<file path="config.mk">
export PLATFORM = sky130hd
export DESIGN_NAME = fir_sp_packer
export DESIGN_NICKNAME = d
export VERILOG_FILES = /design/src/rtl/fir_sp_packer.sv
export SDC_FILE = /design/constraint.sdc
export NUM_CORES = 1
export LEC_CHECK = 0
export CAP_MARGIN = 25
export CORE_UTILIZATION = 49
export DETAILED_ROUTE_END_ITERATION = 12
export PLACE_DENSITY_LB_ADDON = 0.1
export SLEW_MARGIN = 20
export SYNTH_ARGS = -nofsm -noshare
export SYNTH_HDL_FRONTEND = slang
export SYNTH_SLANG_ARGS = --single-unit
</file>
<file path="constraint.sdc">
create_clock -name CLK -period 2.9 [get_ports CLK]
set_input_delay 0.29 -clock CLK [delete_from_list [all_inputs] [get_ports CLK]]
set_output_delay 0.29 -clock CLK [all_outputs]
set_load 0.005 [all_outputs]
</file>
<file path="src/rtl/fir_sp_packer.sv">
// Serial-to-parallel input stage for the 3-parallel FIR: packs three consecutive
// samples into one parallel word, with zero-padded flush of a partial group.
module fir_sp_packer #(
    parameter int              NB      = 8,
    parameter logic [NB-1:0]   PAD_VAL = {NB{1'b0}}
) (
    input  logic          CLK,
    input  logic          RST,
    input  logic [NB-1:0] DIN,
    input  logic          VIN,
    input  logic          FLUSH,
    output logic [NB-1:0] DOUT0,
    output logic [NB-1:0] DOUT1,
    output logic [NB-1:0] DOUT2,
    output logic          VOUT,
    output logic [1:0]    NPAD
);

    localparam logic [1:0] P0 = 2'd0;
    localparam logic [1:0] P1 = 2'd1;
    localparam logic [1:0] P2 = 2'd2;

    logic [1:0]    phase_r;
    logic [NB-1:0] h0_r;
    logic [NB-1:0] h1_r;
    logic [NB-1:0] dout0_r;
    logic [NB-1:0] dout1_r;
    logic [NB-1:0] dout2_r;
    logic          vout_r;
    logic [1:0]    npad_r;

    logic [1:0]    phase_a_s;
    logic [1:0]    phase_s;
    logic [NB-1:0] h0_s;
    logic [NB-1:0] h1_s;
    logic [NB-1:0] dout0_s;
    logic [NB-1:0] dout1_s;
    logic [NB-1:0] dout2_s;
    logic          emit_s;
    logic [1:0]    npad_s;

    // Next-state: accept the sample first, then let FLUSH act on the resulting phase.
    always_comb begin
        phase_a_s = phase_r;
        h0_s      = h0_r;
        h1_s      = h1_r;
        dout0_s   = dout0_r;
        dout1_s   = dout1_r;
        dout2_s   = dout2_r;
        npad_s    = npad_r;
        emit_s    = 1'b0;

        if (VIN) begin
            case (phase_r)
                P0: begin
                    h0_s      = DIN;
                    phase_a_s = P1;
                end
                P1: begin
                    h1_s      = DIN;
                    phase_a_s = P2;
                end
                P2: begin
                    dout0_s   = h0_r;
                    dout1_s   = h1_r;
                    dout2_s   = DIN;
                    npad_s    = 2'd0;
                    emit_s    = 1'b1;
                    phase_a_s = P0;
                end
                default: begin
                    phase_a_s = P0;
                end
            endcase
        end else begin
            phase_a_s = phase_r;
        end

        phase_s = phase_a_s;
        // A completed group already leaves the phase at P0, so FLUSH only matters in P1/P2.
        if (FLUSH) begin
            case (phase_a_s)
                P1: begin
                    dout0_s = h0_s;
                    dout1_s = PAD_VAL;
                    dout2_s = PAD_VAL;
                    npad_s  = 2'd2;
                    emit_s  = 1'b1;
                    phase_s = P0;
                end
                P2: begin
                    dout0_s = h0_s;
                    dout1_s = h1_s;
                    dout2_s = PAD_VAL;
                    npad_s  = 2'd1;
                    emit_s  = 1'b1;
                    phase_s = P0;
                end
                default: begin
                    phase_s = phase_a_s;
                end
            endcase
        end else begin
            phase_s = phase_a_s;
        end
    end

    // State and output registers; reset drops any partial group.
    always_ff @(posedge CLK) begin
        if (RST) begin
            phase_r <= P0;
            h0_r    <= {NB{1'b0}};
            h1_r    <= {NB{1'b0}};
            dout0_r <= {NB{1'b0}};
            dout1_r <= {NB{1'b0}};
            dout2_r <= {NB{1'b0}};
            vout_r  <= 1'b0;
            npad_r  <= 2'd0;
        end else begin
            phase_r <= phase_s;
            h0_r    <= h0_s;
            h1_r    <= h1_s;
            dout0_r <= dout0_s;
            dout1_r <= dout1_s;
            dout2_r <= dout2_s;
            vout_r  <= emit_s;
            npad_r  <= npad_s;
        end
    end

    assign DOUT0 = dout0_r;
    assign DOUT1 = dout1_r;
    assign DOUT2 = dout2_r;
    assign VOUT  = vout_r;
    assign NPAD  = npad_r;

endmodule

</file>
# Yosys cells after proc, flatten, opt, wreduce, memory -nomap -nowiden
# Index checks and enable logic that the tools add are counted.
[totals]
reg_bits = 45
latch_bits = 0
ram_bits = 0
mem_bits_ro = 0
input_bits = 12
output_inout_bits = 27
word_cells = 42
memories = 0
[op_classes]
addsub = 0
mul = 0
div_mod_pow = 0
magnitude_cmp = 0
n_eq_ne = 4
shifts = 0
n_mux = 28
bitwise = 0
reduce_logical = 2
[ops]
columns = ["operator", "n"]
rows = [
  ["two-way mux 8 bit", 15],
  ["case mux 8 bit (2 select lines)", 1],
  ["two-way mux 2 bit", 6],
  ["case mux 2 bit (2 select lines)", 2],
  ["== test 2 x 1 -> 1 bit (second input constant)", 2],
  ["== test 2 bit (second input constant)", 2],
  ["two-way mux 1 bit", 4],
  ["logical NOT 2 bit", 1],
  ["OR reduction 2 bit", 1],
]

# Longest topological paths before layout
[depth]
depth_word = 7
depth_mapped = 10
mapped_depth_nobuf = 8

# Least setup slack after synthesis
# No wires, ideal clock.
[synth_timing]
path_kind = "register to register"
from = "register phase_r[0]"
to = "register dout1_r[6] (netlist: DOUT1[6])"
setup_time_ns = 0.127
arrival_time_ns = 2.195
required_time_ns = 2.773
slack_ns = 0.577
stages_incl_launch_ff = 11
path_buffers = 3
synth_period_minus_slack_ns = 2.323
path_cell_list = "dfxtp_1 or3b_4 buf_6 o21ai_0 inv_1 ha_1 nand2b_1 nand2b_1 clkbuf_1 buf_2 o22ai_1"
[synth_between]
elab_chain_cells = 6
word_cells_on_any_way = 13
classes_between = "eq/ne: 4; mux: 8; reduce/logical: 1"
[synth_lines]
columns = ["element", "line_no", "source"]
rows = [
  ["start, declared", "23", "logic [1:0] phase_r;"],
  ["start signal, assigned", "120", "phase_r <= phase_s;"],
  ["== test 2 x 1 -> 1 bit / logical NOT 2 bit (equally long branches)", "54", "case (phase_r)"],
  ["case mux 2 bit (2 select lines)", "54", ""],
  ["two-way mux 2 bit", "53", "if (VIN) begin"],
  ["== test 2 bit / == test 2 x 1 -> 1 bit (equally long branches)", "82", "case (phase_a_s)"],
  ["case mux 8 bit (2 select lines)", "82", ""],
  ["two-way mux 8 bit (*)", "81", "if (FLUSH) begin"],
  ["end signal, assigned", "115", "dout1_r <= {NB{1'b0}};"],
  ["end signal, assigned", "124", "dout1_r <= dout1_s;"],
  ["end, declared", "27", "logic [NB-1:0] dout1_r;"],
]
# Every way passes the cells marked *; elsewhere a longest branch is shown, timed or not.
# A chain may end at the register's enable or synchronous reset.

# Final worst setup path
[layout_timing]
from = "input VIN"
to = "register dout1_r[5] (netlist: DOUT1[5])"
[layout_between]
elab_chain_cells = 4
word_cells_on_any_way = 7
classes_between = "eq/ne: 2; mux: 5"
[layout_lines]
columns = ["element", "line_no", "source"]
rows = [
  ["start, declared", "10", "input logic VIN,"],
  ["two-way mux 2 bit", "53", ""],
  ["== test 2 bit / == test 2 x 1 -> 1 bit (equally long branches)", "82", ""],
  ["case mux 8 bit (2 select lines)", "82", ""],
  ["two-way mux 8 bit (*)", "81", ""],
]
# Marks and branches as above.

==> results by group <==
Status
  • Status: finished, final reports clean

Clocking
  • Setup bufs post-CTS: 0
  • Post-CTS Resized: 0
  • CTS tree: done
  • Clk slew on worst S/H paths: 0.13 ns
  • # H-tree levels: 2
  • Hold_buf cts: 0
  • Clock root buffer master: clkbuf_4
  • Sinks on Clock Net: 45
  • Later-pin clock latency in the skew report: roughly 0.37 ns
  • Num CTS Buffers: 5
  • CTS max path bufs: 2

Floorplan
  • Total die area: 3797 sq um
  • FP Rows: 21
  • Core area: approximately 3400 sq um
  • Die Y: 61.62 um
  • Die W: 61.62 um
  • Initial Util: around half
  • I/O pin cnt: 39

STA
  • Setup-failing EPs final: 0
  • Fmax achieved: around 0.39 GHz
  • Rel. slew slack: 61.89%
  • Minimum clock period: approximately 2.6 ns
  • Tcrit/Tclk final: between 80% and 90%
  • Final Skew: just over 0.009 ns
  • Max-slew violations: 0
  • RSZ-0062 raised after global routing: no
  • Measured slew at the worst slew-check pin: 0.5656 ns
  • Final Hold Viols: 0

Power and ir drop
  • Cell-internal power: around 840 uW
  • Psw: ~300 uW
  • Tot Pwr: 1138 uW
  • Switching portion of total power: 26.39%
  • Combinational Power Share: between 10 and 15%
  • Pwr Density: slightly above 500 nW/um^2
  • Flop pwr share: 57.6%
  • LEAKAGE: 0.0008488 uW
  • VDD IR max: a little under 300 uV
  • Clk network pwr share: 27.9%

Finish
  • N_diodes: 0
  • Nets: 242
  • Layout area overhead: 28.16%
  • Multi-input gate area: 764.5 sq um
  • Final std cells w/o fill: 273
  • Share of layout cells above drive strength 1: 7.930%
  • Storage cell area: 900.9 sq um
  • Fillers: 303

Setup path
  • Crit Path Category: in -> reg
  • Startpoint Class: input pin
  • Critical path endpoint category: flop
  • CP cell instances: clkdlybuf4s50_1, or3b_4, o21ai_0, inv_1, ha_1, nor2b_1, nand3b_1, o22ai_1
  • Max incr delay on CP: 0.47 ns
  • Worst Path Max Fanout: 8
  • Worst endpoint required time: about 3.2 ns
  • Slowest CP cell: clkdlybuf4s50_1
  • Arr. time, crit path: between 2 and 3 ns

Drt
  • Post-route DRC: 0
  • Via count: ~1,500
  • Vias per Instance: roughly 5.4
  • Drt total wl: 3887 um
  • Antenna viol nets, final: 0
  • Detailed Routing Iterations Pass 1: 5
  • Wire per inst: 14.24 um
  • Iter 0 DRT Violations: 71

Hold path
  • Hold WC Path Type: reg -> reg

Synth
  • Cell area after synthesis: 1742 sq um
  • Top_reg_cell synth: dfxtp_1
  • Cell variety after synth: 27
  • Synth warnings: 0
  • Cell count after synthesis: ~190
  • Post-Synthesis Net Count: between 200 and 250
  • Async set-reset flop share out of synthesis: 0%
  • Flops & latches, synth: 45
  • Seq/Total Area, Yosys: 51.72%
  • Number of synthesized flops with an enable pin: 0
  • Avg Cell Area, Syn: around 9.4 sq um

Place
  • Cells after DPL: between 200 and 300
  • Dpl hpwl: approximately 2800 um
  • RD Place Congestion: 0.8370
  • PortBufs: 38

Global route
  • GR Util met2: 38.56%
  • GRT Util Overall: 23.23%
  • GR Overflow Total: 0
  • Gr busiest metal: met2
  • Routing usage on met1: 28.57%
  • First-pass GRT wire length: just over 6000 um
  • Vias in the first global route: 1,321
  • Largest net degree at the start of global routing: 17
  • Initial antenna violation count: 0
  • M3 GR Usage: under 10%

Flow run
  • MaxCap Viol Count: 0
power by group through the flow:
stage | registers, uW | logic, uW | clock network [uW]
floorplan | 669 | 94.8 | 0
global placement | 668 | 160 | 0
detailed placement | 670 | 164 | 0
CTS | 656 | 165 | 329
global route | 659 | 180 | 356
finish | 656 | 165 | 318
cell usage after synthesis (3+ instances only):
library cell	n	area (sq um)
a21oi_1	17	85.08
o22ai_1	8	50.05
nor2_1	19	71.32
mux2i_1	16	160.2
dfxtp_1	45	900.9
ha_1	4	50.05
clkbuf_1	4	15.01
buf_2	3	15.01
nand2_1	32	120.1
nand2b_1	3	18.77
a222oi_1	7	70.07
inv_1	5	18.77
layout make-up:
class / instances / share of cell area (%)
Sequential cell: 45 / 40.36
Timing Repair Buffer: 44 / 19.06
Clock buffer: 6 / 2.298
Clock inverter: 2 / 0.6166
Tap cell: 46 / 2.578
Inverter: 5 / 0.8408
Multi-Input combinational cell: 125 / 34.25
layer usage:
layer  share of wire, %  wire length [um]
met1                 43              1660
met2                 48              1866
met4                1.7                67
met3                7.5               293
met5                  0                 0
registers in the layout (all words and copies together) (netlist names):
register and count:
h0_r 8, phase_r 2, VOUT 1, DOUT2 8
NPAD 2, DOUT1 8, h1_r 8, DOUT0 8
final timing paths:
| kind | from | slack, ns | to | depth (start not counted) |
|---|---|---|---|---|
| setup reg to reg | phase_r[0] | 0.32 | DOUT1[5] | 7 |
| hold / removal | DOUT2[6] | 0.47 | DOUT2[6] | 2 |
| setup / recovery | VIN | 0.31 | DOUT1[5] | 8 |
| hold reg to reg | DOUT2[6] | 0.47 | DOUT2[6] | 2 |
worst max-delay path: cells and delay by family:
family	cells	cell delay [ns]
compound gates	2	0.48
fa+ha+maj	1	0.33
buf+inv	2	0.62
simple gates	3	1.15
through the flow:
| step | utilization, % | TNS [ns] | setup WS, ns | hold WS (ns) | area (sq um) |
|---|---|---|---|---|---|
| 2_1_floorplan | - | 0 | 0.5773 | 0.4141 | 1742 |
| 3_3_place_gp | 64.43 | 0 | 0.1136 | 0.4418 | 2167 |
| 3_5_place_dp | 64.43 | -0.01717 | -0.01717 | 0.4478 | 2167 |
| 4_1_cts | 66.37 | 0 | 0.3477 | 0.4662 | 2232 |
| 5_1_grt | 66.37 | 0 | 0.1184 | 0.4835 | 2232 |
| 6_report | 66.37 | 0 | 0.3124 | 0.4670 | 2232 |
layout by cell type, fill, tap and decap left out, drive strengths merged:
master         Yosys  routed
a21o               1       1
a21oi             17      17
a222oi             7       7
a22oi              2       2
and3b              1       1
buf                5       6
clkbuf             5       6
clkdlybuf4s50      0      38
clkinv             0       2
dfxtp             45      45
ha                 4       4
inv                5       5
mux2i             16      16
nand2             32      32
nand2b             3       3
nand3              2       2
nand3b             1       1
nor2              21      21
nor2b              2       2
nor3               2       2
nor4               1       1
o21a               2       2
o21ai              2       2
o22ai              8       8
or3b               1       1
kinds of logic after synthesis:
logic type / count (synthesis) / synth area share [%]
adder cells (fa/ha/maj): 4 / 2.874
AO/OA/AOI/OAI: 39 / 14.94
buffers and inverters: 15 / 4.381
flip-flops: 45 / 51.72
AND/OR/NAND/NOR: 66 / 16.88
multiplexers: 16 / 9.195
No activity file was read; power rests on OpenSTA's default activity.
